$ cat src/rtl/wbswitch_rr_if.sv
// rtl/wbswitch_rr_if.sv - Wishbone master-side and slave-side signal bundle for wbswitch_rr
interface wbswitch_rr_if #(
  parameter int N_MASTERS = 4,
  parameter int N_SLAVES  = 6
);
  logic [32*N_MASTERS-1:0] m_adr_i;
  logic [32*N_MASTERS-1:0] m_dat_i;
  logic [4*N_MASTERS-1:0]  m_sel_i;
  logic [3*N_MASTERS-1:0]  m_cti_i;
  logic [N_MASTERS-1:0]    m_we_i;
  logic [N_MASTERS-1:0]    m_cyc_i;
  logic [N_MASTERS-1:0]    m_stb_i;
  logic [31:0]             m_dat_o;
  logic [N_MASTERS-1:0]    m_ack_o;
  logic [N_MASTERS-1:0]    m_err_o;
  logic [31:0]             s_adr_o;
  logic [31:0]             s_dat_o;
  logic [3:0]              s_sel_o;
  logic [2:0]              s_cti_o;
  logic                    s_we_o;
  logic [N_SLAVES-1:0]     s_cyc_o;
  logic [N_SLAVES-1:0]     s_stb_o;
  logic [32*N_SLAVES-1:0]  s_dat_i;
  logic [N_SLAVES-1:0]     s_ack_i;

  // The attached masters and slaves together drive the *_i side.
  modport master (
    output m_adr_i, m_dat_i, m_sel_i, m_cti_i, m_we_i, m_cyc_i, m_stb_i, s_dat_i, s_ack_i,
    input  m_dat_o, m_ack_o, m_err_o, s_adr_o, s_dat_o, s_sel_o, s_cti_o, s_we_o, s_cyc_o, s_stb_o
  );

  modport slave (
    input  m_adr_i, m_dat_i, m_sel_i, m_cti_i, m_we_i, m_cyc_i, m_stb_i, s_dat_i, s_ack_i,
    output m_dat_o, m_ack_o, m_err_o, s_adr_o, s_dat_o, s_sel_o, s_cti_o, s_we_o, s_cyc_o, s_stb_o
  );
endinterface

$ cat src/rtl/wbswitch_rr.sv
// rtl/wbswitch_rr.sv - round-robin Wishbone shared-bus switch with decode-miss errors and watchdog
module wbswitch_rr #(
  parameter int N_MASTERS = 4,
  parameter int N_SLAVES  = 6,
  parameter int S_ADDR_W  = 3,
  parameter logic [N_SLAVES*S_ADDR_W-1:0] S_ADDR = {3'b110, 3'b101, 3'b100, 3'b010, 3'b001, 3'b000},
  parameter int TIMEOUT   = 255
) (
  input  logic                 sys_clk,
  input  logic                 sys_rst,
  wbswitch_rr_if.slave         bus,
  output logic [N_MASTERS-1:0] grant_o,
  output logic                 timeout_o
);
  localparam int OW = (N_MASTERS > 1) ? $clog2(N_MASTERS) : 1;
  localparam logic [15:0] TO_CNT = 16'(TIMEOUT);

  typedef enum logic {IDLE, OWN} state_t;

  state_t              state;
  logic [OW-1:0]       owner;
  logic [OW-1:0]       last;
  logic [OW-1:0]       next_owner;
  logic [15:0]         wd_cnt;
  logic                err_q;
  logic                busy;
  logic                own_cyc;
  logic                own_stb;
  logic                any_hit;
  logic                sel_ack;
  logic                miss;
  logic                wd_fire;
  logic [31:0]         own_adr;
  logic [31:0]         sel_dat;
  logic [N_SLAVES-1:0] hit;
  logic [N_SLAVES-1:0] sel_oh;

  assign busy    = (state == OWN);
  assign own_cyc = busy & bus.m_cyc_i[owner];
  assign own_stb = busy & bus.m_stb_i[owner];
  assign own_adr = busy ? bus.m_adr_i[int'(owner)*32 +: 32] : 32'd0;

  // Scan downward so the closest requester after `last` is assigned last and wins.
  always_comb begin
    next_owner = last;
    for (int i = N_MASTERS; i >= 1; i--) begin
      if (bus.m_cyc_i[(int'(last) + i) % N_MASTERS])
        next_owner = OW'((int'(last) + i) % N_MASTERS);
    end
  end

  // Overlapping decode slices resolve to the lowest slave index.
  always_comb begin
    hit     = '0;
    sel_oh  = '0;
    sel_dat = 32'd0;
    sel_ack = 1'b0;
    for (int k = N_SLAVES-1; k >= 0; k--) begin
      hit[k] = busy && (own_adr[31 -: S_ADDR_W] == S_ADDR[k*S_ADDR_W +: S_ADDR_W]);
      if (hit[k]) begin
        sel_oh    = '0;
        sel_oh[k] = 1'b1;
        sel_dat   = bus.s_dat_i[k*32 +: 32];
        sel_ack   = bus.s_ack_i[k];
      end
    end
    any_hit = |hit;
  end

  assign miss    = own_stb & ~any_hit;
  assign wd_fire = (TIMEOUT != 0) && own_stb && any_hit && !sel_ack && !err_q && (wd_cnt == TO_CNT);

  assign bus.s_adr_o = own_adr;
  assign bus.s_dat_o = busy ? bus.m_dat_i[int'(owner)*32 +: 32] : 32'd0;
  assign bus.s_sel_o = busy ? bus.m_sel_i[int'(owner)*4 +: 4] : 4'd0;
  assign bus.s_cti_o = busy ? bus.m_cti_i[int'(owner)*3 +: 3] : 3'd0;
  assign bus.s_we_o  = busy & bus.m_we_i[owner];
  assign bus.s_cyc_o = own_cyc ? sel_oh : '0;
  assign bus.s_stb_o = (own_stb && !timeout_o) ? sel_oh : '0;
  assign bus.m_dat_o = sel_dat;
  assign bus.m_ack_o = sel_ack ? grant_o : '0;
  assign bus.m_err_o = err_q ? grant_o : '0;

  always_ff @(posedge sys_clk) begin
    if (sys_rst) begin
      state     <= IDLE;
      owner     <= '0;
      last      <= OW'(N_MASTERS-1);
      grant_o   <= '0;
      wd_cnt    <= 16'd0;
      err_q     <= 1'b0;
      timeout_o <= 1'b0;
    end else begin
      // Decode-miss errors alternate on/off while the strobe is held.
      err_q     <= (miss && !err_q) || wd_fire;
      timeout_o <= wd_fire;
      if (!own_stb || sel_ack || err_q || wd_fire)
        wd_cnt <= 16'd0;
      else
        wd_cnt <= wd_cnt + 16'd1;

      case (state)
        IDLE: begin
          if (|bus.m_cyc_i) begin
            state   <= OWN;
            owner   <= next_owner;
            last    <= next_owner;
            grant_o <= N_MASTERS'(1) << next_owner;
          end
        end
        OWN: begin
          if (!own_cyc) begin
            state     <= IDLE;
            grant_o   <= '0;
            err_q     <= 1'b0;
            timeout_o <= 1'b0;
            wd_cnt    <= 16'd0;
          end
        end
        default: state <= IDLE;
      endcase
    end
  end
endmodule

$ cat src/flat_wrapper.sv
// flat-port wrapper written by rule: the top's interface ports become plain ports
module wbswitch_rr_flat 
#(
  parameter int N_MASTERS = 4,
  parameter int N_SLAVES  = 6,
  parameter int S_ADDR_W  = 3,
  parameter logic [N_SLAVES*S_ADDR_W-1:0] S_ADDR = {3'b110, 3'b101, 3'b100, 3'b010, 3'b001, 3'b000},
  parameter int TIMEOUT   = 255
)
  (sys_clk, sys_rst, grant_o, timeout_o, bus_m_adr_i, bus_m_dat_i, bus_m_sel_i, bus_m_cti_i, bus_m_we_i, bus_m_cyc_i, bus_m_stb_i, bus_s_dat_i, bus_s_ack_i, bus_m_dat_o, bus_m_ack_o, bus_m_err_o, bus_s_adr_o, bus_s_dat_o, bus_s_sel_o, bus_s_cti_o, bus_s_we_o, bus_s_cyc_o, bus_s_stb_o);
  wbswitch_rr_if #(.N_MASTERS(N_MASTERS), .N_SLAVES(N_SLAVES)) bus_i ();
  input  logic sys_clk;
  input  logic sys_rst;
  output logic [N_MASTERS-1:0] grant_o;
  output logic timeout_o;
  input wire logic [$bits(bus_i.m_adr_i)-1:0] bus_m_adr_i;
  input wire logic [$bits(bus_i.m_dat_i)-1:0] bus_m_dat_i;
  input wire logic [$bits(bus_i.m_sel_i)-1:0] bus_m_sel_i;
  input wire logic [$bits(bus_i.m_cti_i)-1:0] bus_m_cti_i;
  input wire logic [$bits(bus_i.m_we_i)-1:0] bus_m_we_i;
  input wire logic [$bits(bus_i.m_cyc_i)-1:0] bus_m_cyc_i;
  input wire logic [$bits(bus_i.m_stb_i)-1:0] bus_m_stb_i;
  input wire logic [$bits(bus_i.s_dat_i)-1:0] bus_s_dat_i;
  input wire logic [$bits(bus_i.s_ack_i)-1:0] bus_s_ack_i;
  output wire logic [$bits(bus_i.m_dat_o)-1:0] bus_m_dat_o;
  output wire logic [$bits(bus_i.m_ack_o)-1:0] bus_m_ack_o;
  output wire logic [$bits(bus_i.m_err_o)-1:0] bus_m_err_o;
  output wire logic [$bits(bus_i.s_adr_o)-1:0] bus_s_adr_o;
  output wire logic [$bits(bus_i.s_dat_o)-1:0] bus_s_dat_o;
  output wire logic [$bits(bus_i.s_sel_o)-1:0] bus_s_sel_o;
  output wire logic [$bits(bus_i.s_cti_o)-1:0] bus_s_cti_o;
  output wire logic [$bits(bus_i.s_we_o)-1:0] bus_s_we_o;
  output wire logic [$bits(bus_i.s_cyc_o)-1:0] bus_s_cyc_o;
  output wire logic [$bits(bus_i.s_stb_o)-1:0] bus_s_stb_o;
  assign bus_i.m_adr_i = bus_m_adr_i;
  assign bus_i.m_dat_i = bus_m_dat_i;
  assign bus_i.m_sel_i = bus_m_sel_i;
  assign bus_i.m_cti_i = bus_m_cti_i;
  assign bus_i.m_we_i = bus_m_we_i;
  assign bus_i.m_cyc_i = bus_m_cyc_i;
  assign bus_i.m_stb_i = bus_m_stb_i;
  assign bus_i.s_dat_i = bus_s_dat_i;
  assign bus_i.s_ack_i = bus_s_ack_i;
  assign bus_m_dat_o = bus_i.m_dat_o;
  assign bus_m_ack_o = bus_i.m_ack_o;
  assign bus_m_err_o = bus_i.m_err_o;
  assign bus_s_adr_o = bus_i.s_adr_o;
  assign bus_s_dat_o = bus_i.s_dat_o;
  assign bus_s_sel_o = bus_i.s_sel_o;
  assign bus_s_cti_o = bus_i.s_cti_o;
  assign bus_s_we_o = bus_i.s_we_o;
  assign bus_s_cyc_o = bus_i.s_cyc_o;
  assign bus_s_stb_o = bus_i.s_stb_o;
  wbswitch_rr #(.N_MASTERS(N_MASTERS), .N_SLAVES(N_SLAVES), .S_ADDR_W(S_ADDR_W), .S_ADDR(S_ADDR), .TIMEOUT(TIMEOUT)) u_core (.sys_clk(sys_clk), .sys_rst(sys_rst), .bus(bus_i), .grant_o(grant_o), .timeout_o(timeout_o));
endmodule
$ cat config.mk
export PLATFORM = sky130hd
export DESIGN_NAME = wbswitch_rr_flat
export DESIGN_NICKNAME = d
export VERILOG_FILES = /design/src/rtl/wbswitch_rr_if.sv /design/src/rtl/wbswitch_rr.sv /design/src/flat_wrapper.sv
export SDC_FILE = /design/constraint.sdc
export NUM_CORES = 1
export LEC_CHECK = 0
export ABC_AREA = 1
export CORE_AREA = 2 2 245 247
export DETAILED_ROUTE_END_ITERATION = 6
export DIE_AREA = 0 0 247 249
export GPL_ROUTABILITY_DRIVEN = 0
export SLEW_MARGIN = 20
export SYNTH_ARGS = -nofsm -noshare
export SYNTH_HDL_FRONTEND = slang
export SYNTH_SLANG_ARGS = --single-unit
$ cat constraint.sdc
create_clock -name sys_clk -period 4 [get_ports sys_clk]
set_clock_uncertainty 0.15 [all_clocks]
set_input_delay 0.8 -clock sys_clk [delete_from_list [all_inputs] [get_ports sys_clk]]
set_output_delay 0.8 -clock sys_clk [all_outputs]
set_load 0.01 [all_outputs]
==> flow_summary.yaml <==
outcome:
  status: "complete, no violations"
power_and_ir_drop:
  p_seq_frac: 0.076
  p_sw_mw: 2.35
  p_int_mw: 2.21
  irDropWorstVdd_mv: 0.293
  power_density_nw_per_um2: 351
  clockPowerShare: 0.051
  pwr-share-comb: 0.872
  fin_total_pwr_mw: 4.56
  p_sw_frac: 0.516
  p_leak_nw: 5.18
floorplanning:
  boundaryPins: 625
  coreArea_um2: 58700
  die_area_um2: 61500
  rows: 89
  fp.dieH_um: 249
  initial_core_util: 0.0916
  die_w_um: 247
synthesis:
  synth_area_um2: 5380
  synth_edf_count: 0
  syn_nets: 1603
  synth_seq_area_share: 0.101
  synth_async_sr_flop_share: 0
  synthFlopType: "dfxtp_1"
  synth_cell_types: 33
  ys_ff_latch: 27
  syn_area_per_cell_um2: 4.86
  netlist_instances: 1106
  synth_warnings: 0
sta:
  hold_violations: 0
  fin_ws_ns: 0.0742
  layout_min_cycle_time_ns: 3.93
  finalSetupViolCount: 0
  maxSlewViolCount: 0
  slew_headroom: 0.574
  tightest_slew_ns: 0.632
  fin_crit_sh: 0.981
  max_freq_ghz: 0.255
setup_path:
  r2r-start: "u_core.owner[0]"
  cp_max_fo: 16
  worst_setup_path_start_kind: "primary input"
  arrival_ns: 2.98
  timing.critical_path.from: "bus_m_adr_i[61]"
  required_ns: 3.05
  crit_type: "in2out"
  end_kind: "primary output"
routing:
  vias_per_cell: 3.93
  drt-initial-drc-count: 381
  drt_wl_total_mm: 48.8
  drc_errors: 0
  firstDrtPassIters: 5
  wl_per_cell_um: 19.7
  num_vias: 9721
  ant_nets: 0
min_path:
  min-delay-start: "u_core.wd_cnt[0]"
  hp-class: "reg2reg"
placement:
  port_buffers: 624
  dpl.hpwl_mm: 41.5
  pre_cts_slack_ns: -0.285
  place_area_um2: 12700
layout:
  layout_commonest_cell: "clkdlybuf4s50_1"
  stdcell_area_um2: 13000
  final_cell_mix: "clkdlybuf4s50_1 (577), nor2_1 (313), nand2_1 (200), o21ai_0 (143), a21oi_1 (109)"
  final_core_utilization: 0.221
  fin_nets: 2195
  area_delta_synth_final_pct: 142
  drive_gt1_frac: 0.0654
clock_network:
  clk_pin_slew_ns: 0.06
  cts_buffer_depth: 2
  cts_root_buf: "clkbuf_16"
  cts_tree: "done"
  cts_buffers: 3
  cts_sinks: 27
  clk_latency_ns: 0.27
  htreeDepth: 1
grt:
  grt_pass1_wl_mm: 66.4
  grt_pass1_vias: 9564
  overflow: 0
  grt_max_degree: 90
  track_usage: 0.147
  antenna_found_initial: 15
flow_run:
  drv_cap: 0
-- metal layers --
metal | vias up | part of all wire | track usage
met1 | 4353 | 0.39 | 0.166
met2 | 495 | 0.53 | 0.290
li1 | 4831 | - | -
met4 | 6 | 0.0094 | 0.0186
met3 | 36 | 0.073 | 0.0242
met5 | - | 0.00084 | 0
-- state kept, by name, indices dropped and copies added (netlist names) --
signal and flops:
u_core.busy 1, u_core.err_q 1, u_core.grant_o 4, u_core.last 2
u_core.owner 2, u_core.timeout_o 1, u_core.wd_cnt 16
-- synthesized netlist by cell type (all sizes together), types with 2 or more instances --
cell type | count | area (um2)
nand4 | 41 | 272
nand2 | 206 | 786
buf | 35 | 201
nor3 | 6 | 41.3
nand3 | 89 | 450
xor2 | 9 | 78.8
clkbuf | 51 | 191
a21oi | 112 | 561
dfxtp | 27 | 541
inv | 43 | 161
o21ai | 147 | 736
o211ai | 2 | 15.0
nor2 | 331 | 1290
-- path summary, 6_finish.rpt --
path / end / slack [ns] / depth (start not counted)
max: bus_m_dat_o[21] / 0.07 / 15
min: u_core.wd_cnt[0] / 0.31 / 1
max reg2reg: u_core.wd_cnt[8] / 1.53 / 12
min reg2reg: u_core.wd_cnt[0] / 0.31 / 1
-- cell families after synthesis --
| family | synth area share |
|---|---|
| DFF | 0.101 |
| and+or+nand+nor | 0.533 |
| xor gates and xnor gates | 0.0163 |
| AOI/OAI and AO/OA | 0.245 |
| buffers and inverters | 0.103 |
| adders and majority gates | 0.00233 |
-- final cells by class --
type	count	area, um2
fill	6744	45700
timing repair buffer	673	6850
multi-input combinational	950	4380
tap	773	967
sequential	27	548
inverter	43	166
clock buffer	3	75.1
clock inverter	1	5.00
antenna	2	5.00
-- critical path, stage by stage --
cell             delay, ns
clkdlybuf4s50_1       0.45
nand2_1               0.06
nand3_2               0.12
buf_12                0.12
nand2_2               0.08
inv_4                 0.11
nand2_4               0.07
nor2_4                0.17
buf_4                 0.14
bufbuf_16             0.29
nand3_1               0.08
nand2_1               0.08
a21oi_1               0.05
nand4_1               0.07
dlygate4sd2_1         0.28
-- power groups by stage --
stage / Sequential (mW) / Clock [mW] / Combinational (mW)
after detailed placement: 0.354 / 0 / 3.95
after global placement: 0.355 / 0 / 3.94
after global routing: 0.355 / 0.254 / 4.32
after CTS: 0.349 / 0.241 / 4.04
after floorplan: 0.335 / 0 / 1.77
final: 0.348 / 0.233 / 3.97
-- repair_timing --
action / 4_1_cts / 5_1_grt
setup endpoints to repair: 41 / 16
hold endpoints to repair: 0 / 0
buffers inserted: 4 / 1
pin swaps: 0 / 2
hold buffers: 0 / 0
gates cloned: 3 / 0
resized for setup: 47 / 39
-- stage by stage --
step	setup TNS, ns	instances	hold WS, ns
finish	0	2472	0.309
global route	-0.129	2472	0.325
CTS	-0.261	2469	0.313
detailed placement	-5.34	2458	0.295
global placement	-6.34	2458	0.291
floorplan	0	1106	0.277
(Power assumes the default switching activity.)
